<file path="config.mk">
export PLATFORM = sky130hd
export DESIGN_NAME = pc_sequencer
export DESIGN_NICKNAME = d
export VERILOG_FILES = /design/src/rtl/pc_pkg.sv /design/src/rtl/ras_stack.sv /design/src/rtl/pc_sequencer.sv
export SDC_FILE = /design/constraint.sdc
export NUM_CORES = 1
export LEC_CHECK = 0
export ABC_AREA = 0
export ABC_CLOCK_PERIOD_IN_PS = 5500
export CORE_ASPECT_RATIO = 0.8
export CORE_UTILIZATION = 40
export DETAILED_ROUTE_END_ITERATION = 12
export DONT_BUFFER_PORTS = 1
export SLEW_MARGIN = 20
export SYNTH_ARGS = -nofsm -noshare
export SYNTH_HDL_FRONTEND = slang
export SYNTH_SLANG_ARGS = --single-unit
</file>
<file path="constraint.sdc">
create_clock -name clk_i -period 5.5 [get_ports clk_i]
set_input_delay 1.1 -clock clk_i [delete_from_list [all_inputs] [get_ports clk_i]]
set_output_delay 1.1 -clock clk_i [all_outputs]
set_load 0.05 [all_outputs]
</file>
<file path="src/rtl/pc_pkg.sv">
// Shared types and helpers for the fetch-PC sequencer and its return-address stack.
package pc_pkg;

    localparam logic ILEN_2B = 1'b0;
    localparam logic ILEN_4B = 1'b1;

    typedef enum logic [2:0] {
        NPC_SEQ,
        NPC_RAS,
        NPC_REDIR,
        NPC_TRAP,
        NPC_HOLD
    } npc_sel_e;

    // Byte step to the next sequential instruction; 4-byte-only cores always step by 4.
    function automatic logic [2:0] seq_step(input logic compressed, input logic inst_len);
        return (!compressed || inst_len == ILEN_4B) ? 3'd4 : 3'd2;
    endfunction

endpackage

</file>
<file path="src/rtl/ras_stack.sv">
// Circular return-address stack; a push onto a full stack overwrites the oldest entry.
module ras_stack
    import pc_pkg::*;
#(
    parameter int unsigned DEPTH = 4,
    parameter int unsigned WIDTH = 32
) (
    input  logic             clk_i,
    input  logic             rst_i,
    input  logic             push_i,
    input  logic             pop_i,
    input  logic             flush_i,
    input  logic [WIDTH-1:0] din_i,
    output logic [WIDTH-1:0] top_o,
    output logic             empty_o,
    output logic             full_o
);

    localparam int unsigned PTR_W = $clog2(DEPTH);
    localparam int unsigned CNT_W = PTR_W + 1;

    logic [WIDTH-1:0] mem_q [DEPTH];
    logic [PTR_W-1:0] ptr_q, ptr_d;
    logic [CNT_W-1:0] cnt_q, cnt_d;
    logic [PTR_W-1:0] ptr_m1;
    logic [PTR_W-1:0] wr_idx;
    logic             wr_en;

    // ptr_q is the next free slot; the top entry sits just below it.
    assign ptr_m1  = ptr_q - PTR_W'(1);
    assign empty_o = (cnt_q == '0);
    assign full_o  = (cnt_q == CNT_W'(DEPTH));
    assign top_o   = empty_o ? '0 : mem_q[ptr_m1];

    always_comb begin
        ptr_d  = ptr_q;
        cnt_d  = cnt_q;
        wr_en  = 1'b0;
        wr_idx = ptr_q;
        if (flush_i) begin
            ptr_d = '0;
            cnt_d = '0;
        end else if (push_i && pop_i && !empty_o) begin
            // Call and return together: replace the top entry in place.
            wr_en  = 1'b1;
            wr_idx = ptr_m1;
        end else if (push_i) begin
            wr_en = 1'b1;
            ptr_d = ptr_q + PTR_W'(1);
            if (!full_o) begin
                cnt_d = cnt_q + CNT_W'(1);
            end
        end else if (pop_i && !empty_o) begin
            ptr_d = ptr_m1;
            cnt_d = cnt_q - CNT_W'(1);
        end
    end

    always_ff @(posedge clk_i or posedge rst_i) begin
        if (rst_i) begin
            ptr_q <= '0;
            cnt_q <= '0;
        end else begin
            ptr_q <= ptr_d;
            cnt_q <= cnt_d;
        end
    end

    // Entry storage needs no reset: reads are masked while the stack is empty.
    always_ff @(posedge clk_i) begin
        if (wr_en) begin
            mem_q[wr_idx] <= din_i;
        end
    end

endmodule

</file>
<file path="src/rtl/pc_sequencer.sv">
// Fetch-PC generator: picks next PC from trap, redirect, stall, return prediction or sequential step.
module pc_sequencer
    import pc_pkg::*;
#(
    parameter int unsigned         REG_BITS   = 32,
    parameter logic [REG_BITS-1:0] RESET_VEC  = '0,
    parameter logic [REG_BITS-1:0] TRAP_VEC   = REG_BITS'(32'h100),
    parameter int unsigned         RAS_DEPTH  = 4,
    parameter int unsigned         COMPRESSED = 1
) (
    input  logic                clk_i,
    input  logic                rst_i,
    input  logic                stall_i,
    input  logic                inst_len_i,
    input  logic                call_i,
    input  logic                ret_i,
    input  logic                redirect_valid_i,
    input  logic [REG_BITS-1:0] redirect_pc_i,
    input  logic                trap_i,
    output logic [REG_BITS-1:0] pc_o,
    output logic [REG_BITS-1:0] pc_next_seq_o,
    output logic [REG_BITS-1:0] ras_top_o,
    output logic                ras_empty_o,
    output logic                ras_full_o,
    output logic                misaligned_o
);

    localparam logic [REG_BITS-1:0] ILLEGAL_MASK =
        (COMPRESSED != 0) ? REG_BITS'(1) : REG_BITS'(3);

    npc_sel_e            npc_sel;
    logic [REG_BITS-1:0] pc_q, pc_d;
    logic                mis_q, mis_d;
    logic [REG_BITS-1:0] redir_aligned;
    logic                ras_push;
    logic                ras_pop;
    logic                ras_flush;

    assign pc_next_seq_o = pc_q + REG_BITS'(seq_step(COMPRESSED != 0, inst_len_i));
    assign redir_aligned = redirect_pc_i & ~ILLEGAL_MASK;

    // Priority encoder: trap > redirect > stall > return prediction > sequential.
    always_comb begin
        npc_sel = NPC_SEQ;
        if (trap_i) begin
            npc_sel = NPC_TRAP;
        end else if (redirect_valid_i) begin
            npc_sel = NPC_REDIR;
        end else if (stall_i) begin
            npc_sel = NPC_HOLD;
        end else if (ret_i && !ras_empty_o) begin
            npc_sel = NPC_RAS;
        end
    end

    always_comb begin
        pc_d  = pc_next_seq_o;
        mis_d = 1'b0;
        case (npc_sel)
            NPC_TRAP:  pc_d = TRAP_VEC;
            NPC_REDIR: begin
                pc_d  = redir_aligned;
                mis_d = |(redirect_pc_i & ILLEGAL_MASK);
            end
            NPC_HOLD:  pc_d = pc_q;
            NPC_RAS:   pc_d = ras_top_o;
            default:   pc_d = pc_next_seq_o;
        endcase
    end

    // Calls only take effect on the sequential and return-prediction paths.
    assign ras_push  = call_i && (npc_sel == NPC_SEQ || npc_sel == NPC_RAS);
    assign ras_pop   = (npc_sel == NPC_RAS);
    assign ras_flush = (npc_sel == NPC_TRAP);

    always_ff @(posedge clk_i or posedge rst_i) begin
        if (rst_i) begin
            pc_q  <= RESET_VEC;
            mis_q <= 1'b0;
        end else begin
            pc_q  <= pc_d;
            mis_q <= mis_d;
        end
    end

    assign pc_o         = pc_q;
    assign misaligned_o = mis_q;

    ras_stack #(
        .DEPTH (RAS_DEPTH),
        .WIDTH (REG_BITS)
    ) u_ras (
        .clk_i   (clk_i),
        .rst_i   (rst_i),
        .push_i  (ras_push),
        .pop_i   (ras_pop),
        .flush_i (ras_flush),
        .din_i   (pc_next_seq_o),
        .top_o   (ras_top_o),
        .empty_o (ras_empty_o),
        .full_o  (ras_full_o)
    );

endmodule

</file>
==> results.py, run 1 <==
metrics = {
    "place": {
        "gp_congestion": 0.751,
        "portBuffers": 0,
        "hpwl_mm": 13.7,
        "post_dp_cell_area_sq_mm": 0.00821,
    },
    "yosys": {
        "synthTopCellsByCount": "edfxtp_1, dfrtp_1, and2_1, mux4_2, nand2_1",
        "avgSynthCellArea_sq_um": 14.6,
        "yosys.area.top_type": "edfxtp_1",
        "synth_nets": 569,
        "seq_area_frac_synth": 0.626,
        "syn-cell-area_sq_mm": 0.00766,
        "synth_edf_count": 128,
        "yosysMostFrequentCell": "edfxtp_1",
        "synthMuxAreaShare": 0.0967,
        "ys_types": 57,
        "synth_compound_area_frac": 0.0751,
        "synth_flop_cell": "edfxtp_1",
        "synth_xor_xnor_area_share": 0.0377,
        "netlist_instances": 525,
        "synth_top_area_share": 0.502,
        "synthSimpleGateAreaFrac": 0.128,
        "ys_top_cells_by_area": "edfxtp_1, dfrtp_1, mux4_2",
        "yosys_warnings": 0,
        "synth_top_family_by_area": "simple AND/OR/NAND/NOR gates",
        "ys_ff_latch": 166,
        "synthAdderAreaFrac": 0.00849,
        "async_reset_ff_frac": 0.229,
    },
    "sta": {
        "slew_violations": 0,
        "min_period_ns": 4.63,
        "hold_ws_ns": 0.502,
        "tightest_slew_ns": 1.15,
        "finalSetupViolCount": 0,
        "final.setup.tns_ns": 0,
        "hold_viol_final": 0,
        "finalClockSkew_ns": 0.0180,
        "max_clock_freq_mhz": 216,
        "grt_setup_unrepaired": "false",
        "finalCritPeriodShare": 0.841,
        "relSlewSlack": 0.235,
    },
    "global_route": {
        "antenna_found_initial": 0,
        "track_usage": 0.228,
        "grt_start_max_net_pins": 39,
        "grt_pass1_wl_mm": 32.2,
        "grt-ovfl-total": 0,
        "first_global_vias": 4991,
    },
    "finish": {
        "fill_cells": 1618,
        "design_area_sq_mm": 0.00874,
        "final_layout_size_suffix_gt1_frac": 0.228,
        "diodes": 0,
        "nets": 588,
        "area_growth_pct": 14.2,
        "final_core_util": 0.474,
    },
    "clocking": {
        "cts_tree": "yes",
        "cts.clk_slew.worst_paths_ns": 0.07,
        "clk_latency_ns": 0.43,
        "postCtsSetupBuffers": 0,
        "hold_buffers": 0,
        "htreeDepth": 4,
        "cts_made_buffers": 17,
        "cts.path.max_buffers": 2,
        "postCtsResizedCells": 0,
        "cts_root_buf": "clkbuf_16",
        "cts_sinks": 166,
    },
    "die": {
        "dieArea_sq_mm": 0.0197,
        "start_util": 0.415,
        "coreArea_sq_mm": 0.0184,
        "row_count": 44,
        "die_y_um": 126,
        "io_pins": 139,
        "die_w_um": 157,
    },
    "detailed_routing": {
        "wirelength_mm": 21.4,
        "wl_per_cell_um": 26.4,
        "drt_iter0_markers": 471,
        "firstDrtPassIters": 5,
        "vias": 4808,
        "ant_nets": 0,
        "viasPerCell": 5.94,
        "drcViolationCount": 0,
    },
    "worst_setup_path": {
        "crit_required_ns": 4.40,
        "critPathMaxFanout": 7,
        "setup.worst_path.end_class": "primary output",
        "startpoint_type": "flip-flop",
        "critPathKind": "reg2out",
        "crit_arrival_ns": 3.53,
    },
    "power": {
        "ir_worst_vdd_mv": 0.185,
        "total_power_uw": 3430,
        "p_leak_uw": 0.00310,
        "powerDensity_mw_per_mm2": 393,
    },
    "min_path": {
        "hold_class": "reg2reg",
    },
    "run": {
        "drv_cap": 0,
    },
    "run_status": {
        "status": "finished, final reports clean",
    },
}
state kept, by name (all words and copies together), names as in the netlist:
signal,flops
u_ras.mem_q,128
pc_o,32
u_ras.cnt_q,3
u_ras.ptr_q,2
misaligned_o,1
kinds of logic after synthesis:
group                    after synthesis
XOR/XNOR                              33
adder cells (fa/ha/maj)                4
AO/OA/AOI/OAI                         79
multiplexers                          34
AND/OR/NAND/NOR                      162
buffers and inverters                 47
flip-flops                           166
worst paths after layout:
path | start | endpoint | slack, ns | depth (start not counted)
max | pc_o[1] | pc_next_seq_o[25] | 0.87 | 7
min | u_ras.cnt_q[2] | u_ras.cnt_q[2] | 0.50 | 1
max reg2reg | pc_o[1] | pc_o[17] | 1.95 | 8
min reg2reg | u_ras.cnt_q[2] | u_ras.cnt_q[2] | 0.50 | 1
max in group asynchronous | rst_i | u_ras.ptr_q[0] | 4.36 | 2
min in group asynchronous | rst_i | pc_o[27] | 0.69 | 2
cell usage in the layout, fill, tap and decap left out, types with 4 or more instances in the layout:
master / n
inv_1: 13
xnor2_2: 15
and2_1: 32
clkinv_1: 4
o22ai_1: 7
xor2_1: 7
nand3_1: 25
mux4_2: 32
a22oi_1: 10
edfxtp_1: 128
buf_4: 32
nand2_1: 30
a221o_1: 20
a21oi_1: 22
xnor2_1: 11
nand4_1: 5
nor2_1: 20
clkbuf_16: 17
and3_1: 10
dfrtp_1: 37
o21ai_0: 6
nor3_1: 8
area by class of cell:
cell class                 instances  area [sq um]  share of cell area
multi-input combinational        312          2790               0.320
clock inverter                    13           106              0.0122
timing repair buffer              32           240              0.0275
clock buffer                      19           433              0.0495
sequential                       166          4800               0.548
inverter                          15          58.8             0.00672
tap                              253           317              0.0362
worst max-delay path: stages, from the launching register on:
cell and delay [ns]:
dfrtp_1 0.70, ha_1 0.28, inv_1 0.06, fa_1 0.52
nor4_4 0.68, nand3_1 0.17, xnor2_1 0.41, buf_4 0.28
power by group:
part           switching [uW]  leakage (uW)  internal (uW)
clock network             494      0.000260            619
logic                     636       0.00117            159
registers                 126       0.00167           1400
stage by stage:
stage / instances / worst slack [ns]
floorplan: 525 / 0.409
global placement: 778 / 0.969
detailed placement: 778 / 0.928
CTS: 810 / 0.876
global route: 810 / 0.663
finish: 810 / 0.872
metal layers:
metal  routed length (um)  track usage
met2                 9820        0.347
met3                 2070       0.0871
met5                    0            0
met1                 9200        0.307
met4                  262       0.0554
(Power assumes the default switching activity.)
==> run 2: changes to the inputs <==
--- a/config.mk
+++ b/config.mk
@@ -6,7 +6,7 @@
 export NUM_CORES = 1
 export LEC_CHECK = 0
 export ABC_AREA = 0
-export ABC_CLOCK_PERIOD_IN_PS = 5500
+export ABC_CLOCK_PERIOD_IN_PS = 4100
 export CORE_ASPECT_RATIO = 0.8
 export CORE_UTILIZATION = 40
 export DETAILED_ROUTE_END_ITERATION = 12
==> constraint.sdc (replaced) <==
create_clock -name clk_i -period 4.1 [get_ports clk_i]
set_input_delay 0.82 -clock clk_i [delete_from_list [all_inputs] [get_ports clk_i]]
set_output_delay 0.82 -clock clk_i [all_outputs]
set_load 0.05 [all_outputs]
==> run 2 against run 1 <==
Compared with the run above: non-clock buffer count rose by 29; clock power rose by 43%; cell count rose by 3.6%; critical path type unchanged; critical endpoint is now pc_next_seq_o[29]; largest cell class unchanged; count of clock-buffer cells in the layout fell by 1.
==> results.py, run 2 (synthesis gave the netlist of run 1 again) <==
metrics = {
    "worst_setup_path": {
        "cp_slowest_cell": "dfrtp_1",
        "crit_arrival_ns": 3.05,
        "critical_path.cell_chain": "inv_1 > fa_1 > nor4_4 > buf_4 > nand4_1 > xnor2_2 > buf_4",
        "startpoint_type": "flip-flop",
        "critPathMaxFanout": 9,
        "max_stage_delay_ns": 0.70,
        "reg2reg_slack_ns": 1.08,
        "cp_common_cell": "buf_4",
        "setup.worst_path.end_class": "primary output",
        "r2r_start": "pc_o[2]",
        "reg2reg_depth": 8,
        "r2r-end": "pc_o[31]",
        "critPathKind": "reg2out",
        "critPathLaunch": "pc_o[2]",
        "crit_required_ns": 3.28,
    },
    "clocking": {
        "cts.clk_slew.worst_paths_ns": 0.07,
        "htreeDepth": 4,
        "cts_tree": "yes",
        "clk_latency_ns": 0.43,
        "cts_made_buffers": 17,
        "cts_sinks": 166,
        "cts.path.max_buffers": 2,
        "cts_root_buf": "clkbuf_16",
        "postCtsSetupBuffers": 0,
        "postCtsResizedCells": 0,
        "hold_buffers": 0,
    },
    "detailed_routing": {
        "drt_iter0_markers": 435,
        "viasPerCell": 5.86,
        "vias": 4920,
        "wirelength_mm": 21.4,
        "drcViolationCount": 0,
        "firstDrtPassIters": 5,
        "ant_nets": 0,
        "wl_per_cell_um": 25.5,
    },
    "run_status": {
        "status": "finished, final reports clean",
    },
    "power": {
        "intPower_uw": 3020,
        "comb_power_share": 0.245,
        "swShare": 0.362,
        "power_frac_clock": 0.336,
        "p_leak_uw": 0.00329,
        "p_sw_uw": 1710,
        "ir_worst_vdd_mv": 0.294,
        "seq_power_share": 0.419,
        "powerDensity_mw_per_mm2": 524,
    },
    "die": {
        "start_util": 0.415,
        "die_y_um": 126,
        "dieArea_sq_mm": 0.0197,
        "coreArea_sq_mm": 0.0184,
        "io_pins": 139,
        "row_count": 44,
        "die_w_um": 157,
    },
    "place": {
        "hpwl_mm": 14.0,
        "portBuffers": 0,
        "gp_congestion": 0.797,
    },
    "sta": {
        "finalSetupViolCount": 0,
        "slew_violations": 0,
        "max_clock_freq_mhz": 258,
        "grt_setup_unrepaired": "false",
        "final.setup.tns_ns": 0,
        "finalCritPeriodShare": 0.944,
        "finalClockSkew_ns": 0.00986,
        "tightest_slew_ns": 1.04,
        "relSlewSlack": 0.303,
        "min_period_ns": 3.87,
        "hold_viol_final": 0,
    },
    "finish": {
        "largest_reg_flops": 128,
        "regMostFlops": "u_ras.mem_q",
        "area_growth_pct": 18.1,
        "nets": 617,
        "final_core_util": 0.491,
        "layout_commonest_cell": "edfxtp_1",
        "mostFrequentLayoutCells": "edfxtp_1, buf_4, dfrtp_1",
        "diodes": 0,
        "final_layout_size_suffix_gt1_frac": 0.268,
    },
    "global_route": {
        "track_usage": 0.227,
        "first_global_vias": 4982,
        "antenna_found_initial": 0,
        "grt_start_max_net_pins": 39,
        "grt_pass1_wl_mm": 32.2,
        "grt-ovfl-total": 0,
    },
    "min_path": {
        "hold_class": "in2async",
    },
    "run": {
        "drv_cap": 0,
    },
}
## run 2: worst max path at each step
| stage | cells after the start | endpoint | slack (ns) |
|---|---|---|---|
| 2_1_floorplan | 8 | pc_next_seq_o[29] | 0.03 |
| 3_3_place_gp | 9 | pc_next_seq_o[29] | 0.49 |
| 3_5_place_dp | 9 | pc_next_seq_o[29] | 0.40 |
| 4_1_cts | 7 | pc_next_seq_o[29] | 0.20 |
| 5_1_grt | 5 | pc_next_seq_o[29] | 0.09 |
| 6_report | 7 | pc_next_seq_o[29] | 0.23 |
## run 2: worst max-delay path, delay by kind of cell (launching register included)
family	cells	cell delay (ns)
flip-flops	1	0.70
buffers and inverters	3	0.63
adder cells (fa/ha/maj)	1	0.57
XOR/XNOR	1	0.21
AND/OR/NAND/NOR	2	0.50
## run 2: final cells by class
class,instances,area (sq um)
clock buffer,18,429
clock inverter,14,148
fill,1581,9390
inverter,15,58.8
multi-input combinational,312,2790
sequential,166,4800
tap,253,317
timing repair buffer,61,508
## run 2: power by group through the flow
stage / combinational [uW] / clock, uW / sequential (uW)
5_1_grt: 1220 / 1680 / 1990
4_1_cts: 1170 / 1610 / 1990
6_report: 1160 / 1590 / 1990
3_5_place_dp: 1160 / 0 / 2020
2_1_floorplan: 889 / 0 / 2050
3_3_place_gp: 1140 / 0 / 2020
## run 2: stage by stage
step	total power, uW	std cells	setup slack (ns)	cell area, sq um	hold WS, ns
finish	4740	839	0.230	9050	0.479
global route	4890	839	0.0879	9050	0.457
CTS	4770	839	0.205	9050	0.439
detailed placement	3180	807	0.404	8470	0.515
global placement	3160	807	0.492	8470	0.474
floorplan	2940	525	0.0284	7660	0.460
## run 2: metal layers
metal / routed length, um / up-vias / part of all wire / global-route usage
met3: 2050 / 22 / 0.096 / 0.0871
met1: 9420 / 2571 / 0.44 / 0.319
met4: 199 / 0 / 0.0093 / 0.0513
met5: 0 / - / 0 / 0
met2: 9700 / 201 / 0.45 / 0.333
li1: - / 2126 / - / -
==> run 3: changes to the inputs <==
--- a/config.mk
+++ b/config.mk
@@ -9,6 +9,7 @@
 export ABC_CLOCK_PERIOD_IN_PS = 4100
 export CORE_ASPECT_RATIO = 0.8
 export CORE_UTILIZATION = 40
+export CTS_CLUSTER_DIAMETER = 150
 export DETAILED_ROUTE_END_ITERATION = 12
 export DONT_BUFFER_PORTS = 1
 export SLEW_MARGIN = 20
==> results of run 3 <==
Same layout as run 2: the final DEF is identical, and so are final timing and power.
